$ cat src/rtl/ps2_scancode_decoder_if.sv
// Byte-in / event-out bundle between the PS/2 receiver, the scancode decoder and the CPU side.
// The decoder uses modport slave; the receiver/CPU side (or a bench) uses modport master.
interface ps2_scancode_decoder_if #(
  parameter int FIFO_AW = 3
);
  logic               rx_valid;
  logic [7:0]         rx_data;
  logic               rx_parity_ok;
  logic               rx_ack;
  logic               ev_valid;
  logic [7:0]         ev_code;
  logic               ev_ext;
  logic               ev_break;
  logic               ev_pop;
  logic [FIFO_AW:0]   ev_count;
  logic               overflow;
  logic               ovf_clr;
  logic [7:0]         status_byte;
  logic               status_stb;
  logic               parity_err;

  modport slave (
    input  rx_valid, rx_data, rx_parity_ok, ev_pop, ovf_clr,
    output rx_ack, ev_valid, ev_code, ev_ext, ev_break, ev_count,
           overflow, status_byte, status_stb, parity_err
  );

  modport master (
    output rx_valid, rx_data, rx_parity_ok, ev_pop, ovf_clr,
    input  rx_ack, ev_valid, ev_code, ev_ext, ev_break, ev_count,
           overflow, status_byte, status_stb, parity_err
  );
endinterface

$ cat src/rtl/ps2_scancode_decoder.sv
// PS/2 set-2 scancode decoder: strips E0/F0/E1 prefixes and queues key events in a FWFT FIFO.
// Optional PS2DEC_REPEAT_FILTER_EN suppresses typematic repeats of the last make.
module ps2_scancode_decoder #(
  parameter int FIFO_AW = 3
) (
  input  logic                  clk,
  input  logic                  n_rst,
  ps2_scancode_decoder_if.slave bus
);
  localparam int DEPTH = 1 << FIFO_AW;

  typedef enum logic [2:0] {S_IDLE, S_E0, S_F0, S_E0F0, S_PAUSE} state_e;
  typedef struct packed {
    logic [7:0] code;
    logic       ext;
    logic       brk;
  } event_t;

  logic               armed_q, armed_d, accept;
  logic               rx_ack_q;
  logic               byte_vld_q, par_ok_q;
  logic [7:0]         byte_q;
  state_e             state_q, state_d;
  logic [2:0]         cnt_q, cnt_d;
  logic [7:0]         status_byte_q;
  logic               status_stb_q, status_upd;
  logic               parity_err_q, par_fail;
  logic               overflow_q, ovf_set;
  logic [FIFO_AW-1:0] wr_ptr_q, rd_ptr_q;
  logic [FIFO_AW:0]   count_q, count_d;
  event_t             cand, head;
  logic               cand_vld, push, do_push, do_pop, empty, full;
  event_t             mem [DEPTH];

  function automatic logic is_status(input logic [7:0] b);
    case (b)
      8'h00, 8'hAA, 8'hEE, 8'hFA, 8'hFC, 8'hFD, 8'hFE, 8'hFF: is_status = 1'b1;
      default:                                              is_status = 1'b0;
    endcase
  endfunction

  // A held byte re-arms the acceptor only once rx_valid has been seen low.
  assign accept  = bus.rx_valid && armed_q;
  assign armed_d = accept ? 1'b0 : (!bus.rx_valid ? 1'b1 : armed_q);

  // NOTE: every signal driven here gets a default first, so no path can infer a latch.
  always_comb begin
    state_d    = state_q;
    cnt_d      = cnt_q;
    cand       = '0;
    cand_vld   = 1'b0;
    status_upd = 1'b0;
    par_fail   = 1'b0;
    if (byte_vld_q) begin
      if (!par_ok_q) begin
        par_fail = 1'b1;
        state_d  = S_IDLE;
        cnt_d    = '0;
      end else begin
        case (state_q)
          S_IDLE: begin
            if (byte_q == 8'hF0)      state_d = S_F0;
            else if (byte_q == 8'hE0) state_d = S_E0;
            else if (byte_q == 8'hE1) begin
              state_d = S_PAUSE;
              cnt_d   = '0;
            end else if (is_status(byte_q)) status_upd = 1'b1;
            else begin
              cand     = '{code: byte_q, ext: 1'b0, brk: 1'b0};
              cand_vld = 1'b1;
            end
          end
          S_E0: begin
            if (byte_q == 8'hF0) state_d = S_E0F0;
            else begin
              state_d  = S_IDLE;
              cand     = '{code: byte_q, ext: 1'b1, brk: 1'b0};
              cand_vld = (byte_q != 8'h12);
            end
          end
          S_F0: begin
            state_d  = S_IDLE;
            cand     = '{code: byte_q, ext: 1'b0, brk: 1'b1};
            cand_vld = 1'b1;
          end
          S_E0F0: begin
            state_d  = S_IDLE;
            cand     = '{code: byte_q, ext: 1'b1, brk: 1'b1};
            cand_vld = (byte_q != 8'h12);
          end
          S_PAUSE: begin
            if (cnt_q == 3'd6) begin
              state_d  = S_IDLE;
              cnt_d    = '0;
              cand     = '{code: 8'hE1, ext: 1'b1, brk: 1'b0};
              cand_vld = 1'b1;
            end else begin
              cnt_d = cnt_q + 3'd1;
            end
          end
          default: state_d = S_IDLE;
        endcase
      end
    end
  end

`ifdef PS2DEC_REPEAT_FILTER_EN
  logic [8:0] last_q, last_d;
  logic       last_vld_q, last_vld_d;
  logic       last_hit;

  assign last_hit = last_vld_q && (last_q == {cand.code, cand.ext});

  always_comb begin
    push       = cand_vld;
    last_d     = last_q;
    last_vld_d = last_vld_q;
    if (cand_vld && !cand.brk) begin
      if (last_hit) push = 1'b0;
      else begin
        last_d     = {cand.code, cand.ext};
        last_vld_d = 1'b1;
      end
    end else if (cand_vld && last_hit) begin
      last_vld_d = 1'b0;
    end
  end

  always_ff @(posedge clk or negedge n_rst) begin
    if (!n_rst) begin
      last_q     <= '0;
      last_vld_q <= 1'b0;
    end else begin
      last_q     <= last_d;
      last_vld_q <= last_vld_d;
    end
  end
`else
  assign push = cand_vld;
`endif

  assign empty   = (count_q == '0);
  assign full    = (count_q == (FIFO_AW+1)'(DEPTH));
  assign do_pop  = bus.ev_pop && !empty;
  assign do_push = push && (!full || do_pop);
  assign ovf_set = push && full && !do_pop;

  always_comb begin
    count_d = count_q;
    case ({do_push, do_pop})
      2'b10:   count_d = count_q + (FIFO_AW+1)'(1);
      2'b01:   count_d = count_q - (FIFO_AW+1)'(1);
      default: count_d = count_q;
    endcase
  end

  // NOTE: non-blocking assignments only in clocked blocks, so every register samples pre-edge values.
  always_ff @(posedge clk or negedge n_rst) begin
    if (!n_rst) begin
      armed_q       <= 1'b1;
      rx_ack_q      <= 1'b0;
      byte_vld_q    <= 1'b0;
      byte_q        <= '0;
      par_ok_q      <= 1'b0;
      state_q       <= S_IDLE;
      cnt_q         <= '0;
      status_byte_q <= '0;
      status_stb_q  <= 1'b0;
      parity_err_q  <= 1'b0;
      overflow_q    <= 1'b0;
      wr_ptr_q      <= '0;
      rd_ptr_q      <= '0;
      count_q       <= '0;
    end else begin
      armed_q      <= armed_d;
      rx_ack_q     <= accept;
      byte_vld_q   <= accept;
      if (accept) begin
        byte_q   <= bus.rx_data;
        par_ok_q <= bus.rx_parity_ok;
      end
      state_q      <= state_d;
      cnt_q        <= cnt_d;
      status_stb_q <= status_upd;
      if (status_upd) status_byte_q <= byte_q;
      // A new error in the same cycle as the clear wins.
      parity_err_q <= par_fail || (parity_err_q && !bus.ovf_clr);
      overflow_q   <= ovf_set  || (overflow_q   && !bus.ovf_clr);
      if (do_push) wr_ptr_q <= wr_ptr_q + FIFO_AW'(1);
      if (do_pop)  rd_ptr_q <= rd_ptr_q + FIFO_AW'(1);
      count_q      <= count_d;
    end
  end

  // NOTE: storage is left unreset; empty gating below keeps stale entries invisible.
  always_ff @(posedge clk) begin
    if (do_push) mem[wr_ptr_q] <= cand;
  end

  assign head            = empty ? '0 : mem[rd_ptr_q];
  assign bus.rx_ack      = rx_ack_q;
  assign bus.ev_valid    = !empty;
  assign bus.ev_code     = head.code;
  assign bus.ev_ext      = head.ext;
  assign bus.ev_break    = head.brk;
  assign bus.ev_count    = count_q;
  assign bus.overflow    = overflow_q;
  assign bus.status_byte = status_byte_q;
  assign bus.status_stb  = status_stb_q;
  assign bus.parity_err  = parity_err_q;
endmodule

$ cat src/flat_wrapper.sv
// flat-port wrapper written by rule: the top's interface ports become plain ports
module ps2_scancode_decoder_flat 
#(
  parameter int FIFO_AW = 3
)
  (clk, n_rst, bus_rx_valid, bus_rx_data, bus_rx_parity_ok, bus_ev_pop, bus_ovf_clr, bus_rx_ack, bus_ev_valid, bus_ev_code, bus_ev_ext, bus_ev_break, bus_ev_count, bus_overflow, bus_status_byte, bus_status_stb, bus_parity_err);
  ps2_scancode_decoder_if #(.FIFO_AW(FIFO_AW)) bus_i ();
  input  logic clk;
  input  logic n_rst;
  input wire logic [$bits(bus_i.rx_valid)-1:0] bus_rx_valid;
  input wire logic [$bits(bus_i.rx_data)-1:0] bus_rx_data;
  input wire logic [$bits(bus_i.rx_parity_ok)-1:0] bus_rx_parity_ok;
  input wire logic [$bits(bus_i.ev_pop)-1:0] bus_ev_pop;
  input wire logic [$bits(bus_i.ovf_clr)-1:0] bus_ovf_clr;
  output wire logic [$bits(bus_i.rx_ack)-1:0] bus_rx_ack;
  output wire logic [$bits(bus_i.ev_valid)-1:0] bus_ev_valid;
  output wire logic [$bits(bus_i.ev_code)-1:0] bus_ev_code;
  output wire logic [$bits(bus_i.ev_ext)-1:0] bus_ev_ext;
  output wire logic [$bits(bus_i.ev_break)-1:0] bus_ev_break;
  output wire logic [$bits(bus_i.ev_count)-1:0] bus_ev_count;
  output wire logic [$bits(bus_i.overflow)-1:0] bus_overflow;
  output wire logic [$bits(bus_i.status_byte)-1:0] bus_status_byte;
  output wire logic [$bits(bus_i.status_stb)-1:0] bus_status_stb;
  output wire logic [$bits(bus_i.parity_err)-1:0] bus_parity_err;
  assign bus_i.rx_valid = bus_rx_valid;
  assign bus_i.rx_data = bus_rx_data;
  assign bus_i.rx_parity_ok = bus_rx_parity_ok;
  assign bus_i.ev_pop = bus_ev_pop;
  assign bus_i.ovf_clr = bus_ovf_clr;
  assign bus_rx_ack = bus_i.rx_ack;
  assign bus_ev_valid = bus_i.ev_valid;
  assign bus_ev_code = bus_i.ev_code;
  assign bus_ev_ext = bus_i.ev_ext;
  assign bus_ev_break = bus_i.ev_break;
  assign bus_ev_count = bus_i.ev_count;
  assign bus_overflow = bus_i.overflow;
  assign bus_status_byte = bus_i.status_byte;
  assign bus_status_stb = bus_i.status_stb;
  assign bus_parity_err = bus_i.parity_err;
  ps2_scancode_decoder #(.FIFO_AW(FIFO_AW)) u_core (.clk(clk), .n_rst(n_rst), .bus(bus_i));
endmodule
$ cat config.mk
export PLATFORM = sky130hd
export DESIGN_NAME = ps2_scancode_decoder_flat
export DESIGN_NICKNAME = d
export VERILOG_FILES = /design/src/rtl/ps2_scancode_decoder_if.sv /design/src/rtl/ps2_scancode_decoder.sv /design/src/flat_wrapper.sv
export SDC_FILE = /design/constraint.sdc
export NUM_CORES = 1
export LEC_CHECK = 0
export CAP_MARGIN = 5
export CORE_ASPECT_RATIO = 1.5
export CORE_MARGIN = 3
export CORE_UTILIZATION = 60
export CTS_BUF_LIST = sky130_fd_sc_hd__clkbuf_8
export CTS_CLUSTER_DIAMETER = 150
export DETAILED_ROUTE_END_ITERATION = 8
export GPL_TIMING_DRIVEN = 1
export PLACE_DENSITY = 0.93
export SLEW_MARGIN = 20
export SYNTH_ARGS = -nofsm -noshare
export SYNTH_HDL_FRONTEND = slang
export SYNTH_SLANG_ARGS = --single-unit
$ cat constraint.sdc
create_clock -name clk -period 4.5 [get_ports clk]
set_input_delay 0.45 -clock clk [delete_from_list [all_inputs] [get_ports clk]]
set_output_delay 0.45 -clock clk [all_outputs]
set_load 0.02 [all_outputs]
==> results_dict.tcl <==
set metrics [dict create \
    status "completed" \
    fin_tns_setup_ns 0 \
    grt_pass1_vias 3033 \
    clock_path_buffers 2 \
    cp-end-kind "flop" \
    nFillCells 477 \
    worstMarginPinSlew_ns 0.9280 \
    final_util_pct 74.63 \
    tritoncts "built" \
    crit_arrival_ns 3.80 \
    synth.cells.most_frequent "80 x edfxtp_1, 37 x dfrtp_1, 21 x mux2_2, 20 x mux4_2, 14 x nor2_1" \
    ant_nets 0 \
    drt_iter0_markers 239 \
    grt_overflow 0 \
    dr.pass1.iters 5 \
    synth_ff_type "edfxtp_1" \
    syn_to_final_growth_pct 18.68 \
    post_drt_wl_per_cell_um 19.19 \
    grt_antenna_before_repair 0 \
    synthArstFlopShare_pct 32.20 \
    syn_area_per_cell_um2 15.98 \
    synth_top_area_cell "edfxtp_1" \
    synth.distinct_cells 55 \
    ys_warn_count 0 \
    slew_headroom_pct 38.13 \
    cap_violations 0 \
    design.core.area_um2 8158 \
    grt.total_usage_pct 22.29 \
    setup_viol 0 \
    period_minus_slack_ns 3.501 \
    cts_buffers 17 \
    synth_edf_count 80 \
    fin_crit_sh_pct 77.80 \
    drc 0 \
    synth-seq-area-share_pct 65.39 \
    synthDominantCellAreaShare_pct 46.83 \
    dp.cells 461 \
    design_area_um2 6088 \
    rsz0062_at_grt "false" \
    num-nets-final 394 \
    cts_setup_buffers 0 \
    fmax_mhz 285.6 \
    route.vias.total 2942 \
    vdd_drop_max_mv 0.4458 \
    io_pins 41 \
    port_buffers 40 \
    place_congestion 0.8661 \
    post_cts_resized 0 \
    hold_viol_final 0 \
    antenna_cells 0 \
    synth.area.top_cells "edfxtp_1 47%, dfrtp_1 18%, mux4_2 8.8%" \
    start_util_pct 62.88 \
    hp-class "in2async" \
    clk_latency_ns 0.43 \
    crit_type "reg2reg" \
    rows 40 \
    clockRootBuffer "clkbuf_8" \
    vias_per_cell 5.968 \
    grt_max_degree 39 \
    cts_hold_buf 0 \
    cp.required_ns 4.80 \
    clock-sinks 118 \
    routed_wl_um 9461 \
    synth.most_common_cell "edfxtp_1" \
    synth_fp_nets 340 \
    start_kind "flop" \
    path_clk_slew_ns 0.07 \
    drive_gt1_share_pct 24.74 \
    grt_pass1_wl_um 15930 \
    power.density_nw_per_um2 560.9 \
    p_leak_uw 0.002252 \
    post_dp_cell_area_um2 5677 \
    slew_viol_final 0 \
    synth-seq-cells 118 \
    netlist_instances 321 \
    fp.dieH_um 119.2 \
    fp.dieArea_um2 9718 \
    dp_hpwl_um 6421 \
    clock_skew_ns 0.01327 \
    htreeDepth 4 \
    netlist_area_um2 5130 \
    instances_no_fill 493 \
    whs_ns 0.1260 \
    cp_max_fo 10 \
    die_w_um 81.50 \
]
[kinds of logic after synthesis]
group,synth area share [%]
AOI/OAI and AO/OA,5.220
adders and majority gates,1.220
muxes,15.63
buffers and inverters,1.732
xor gates and xnor gates,1.536
and+or+nand+nor,9.268
DFF,65.39
[per-layer routing]
layer	wire (um)	global-route usage, %
met1	3781	28.13
met2	5074	35.05
met3	427	6.884
met4	177	9.937
met5	0	0
[layout by cell type, fill, tap and decap left out, drive strengths merged, types with 2 or more instances in the layout]
| master | count |
|---|---|
| edfxtp | 80 |
| clkdlybuf4s50 | 39 |
| dfrtp | 37 |
| mux2 | 22 |
| mux4 | 20 |
| clkbuf | 20 |
| nor2 | 14 |
| nand2 | 12 |
| inv | 11 |
| mux2i | 10 |
| a21oi | 9 |
| buf | 9 |
| o21ai | 8 |
| nor3 | 7 |
| xor2 | 5 |
| nand3 | 5 |
| and2 | 5 |
| ha | 5 |
| nor2b | 4 |
| and3b | 4 |
| a31oi | 4 |
| nand3b | 4 |
| xnor2 | 4 |
| clkinv | 4 |
| nor4 | 4 |
| and3 | 4 |
| o21a | 3 |
| bufinv | 3 |
| a21o | 3 |
| nor4b | 2 |
| o22ai | 2 |
| o22a | 2 |
| clkinvlp | 2 |
| or2 | 2 |
| nor3b | 2 |
[sequential cells by signal (all words and copies together), names as in the netlist]
name	count
u_core.bus.rx_ack	1
u_core.par_ok_q	1
u_core.state_q	3
u_core.bus.ev_count	4
u_core.mem	80
u_core.bus.parity_err	1
u_core.bus.overflow	1
u_core.bus.status_byte	8
u_core.byte_q	8
u_core.armed_q	1
u_core.bus.status_stb	1
u_core.wr_ptr_q	3
u_core.cnt_q	3
u_core.rd_ptr_q	3
[metrics by stage]
| stage | power, uW | worst slack [ns] |
|---|---|---|
| 2_1_floorplan | 2100 | 1.206 |
| 3_3_place_gp | 2450 | 1.182 |
| 3_5_place_dp | 2485 | 1.063 |
| 4_1_cts | 3448 | 1.052 |
| 5_1_grt | 3584 | 0.6522 |
| 6_report | 3415 | 0.9989 |
[where the power goes]
group / internal, uW / switching (uW)
Combinational: 548 / 440
Clock: 581 / 387
Sequential: 1270 / 191
Total: 2400 / 1020
[path summary, 6_finish.rpt]
check	from	end	slack, ns	cells past startpoint
min reg2reg	u_core.bus.status_byte[3]$_DFFE_PN0P_	u_core.bus.status_byte[3]$_DFFE_PN0P_	0.51	1
min in group clk	u_core.bus.status_byte[3]$_DFFE_PN0P_	u_core.bus.status_byte[3]$_DFFE_PN0P_	0.51	1
min	n_rst	u_core.bus.ev_count[2]$_DFFE_PN0P_	0.13	1
max	u_core.byte_q[0]$_DFFE_PN0P_	u_core.bus.ev_count[2]$_DFFE_PN0P_	1.0	11
max in group asynchronous	n_rst	u_core.bus.overflow$_DFF_PN0_	3.84	1
max reg2reg	u_core.byte_q[0]$_DFFE_PN0P_	u_core.bus.ev_count[2]$_DFFE_PN0P_	1.0	11
[cell type report]
type | instances | area (um^2) | area share [%]
clock buffers | 20 | 275.3 | 4.521
clock inverters | 12 | 136.4 | 2.240
inverters | 8 | 30.03 | 0.4932
multi-input cells | 182 | 1705 | 28.01
flip-flops and latches | 118 | 3354 | 55.10
well taps | 105 | 131.4 | 2.158
repair buffers | 48 | 455.4 | 7.480
[critical path, stage by stage (launching register included)]
cell and delay (ns):
dfrtp_1 0.44, nor4_1 0.65, nand4b_1 0.25, a31oi_1 0.43, a21o_1 0.47, ha_1 0.35
xor2_1 0.10, ha_1 0.18, a21oi_1 0.14, xor2_1 0.16, nor2_1 0.06, xor2_1 0.15
Power figures use the tool's default switching activity.
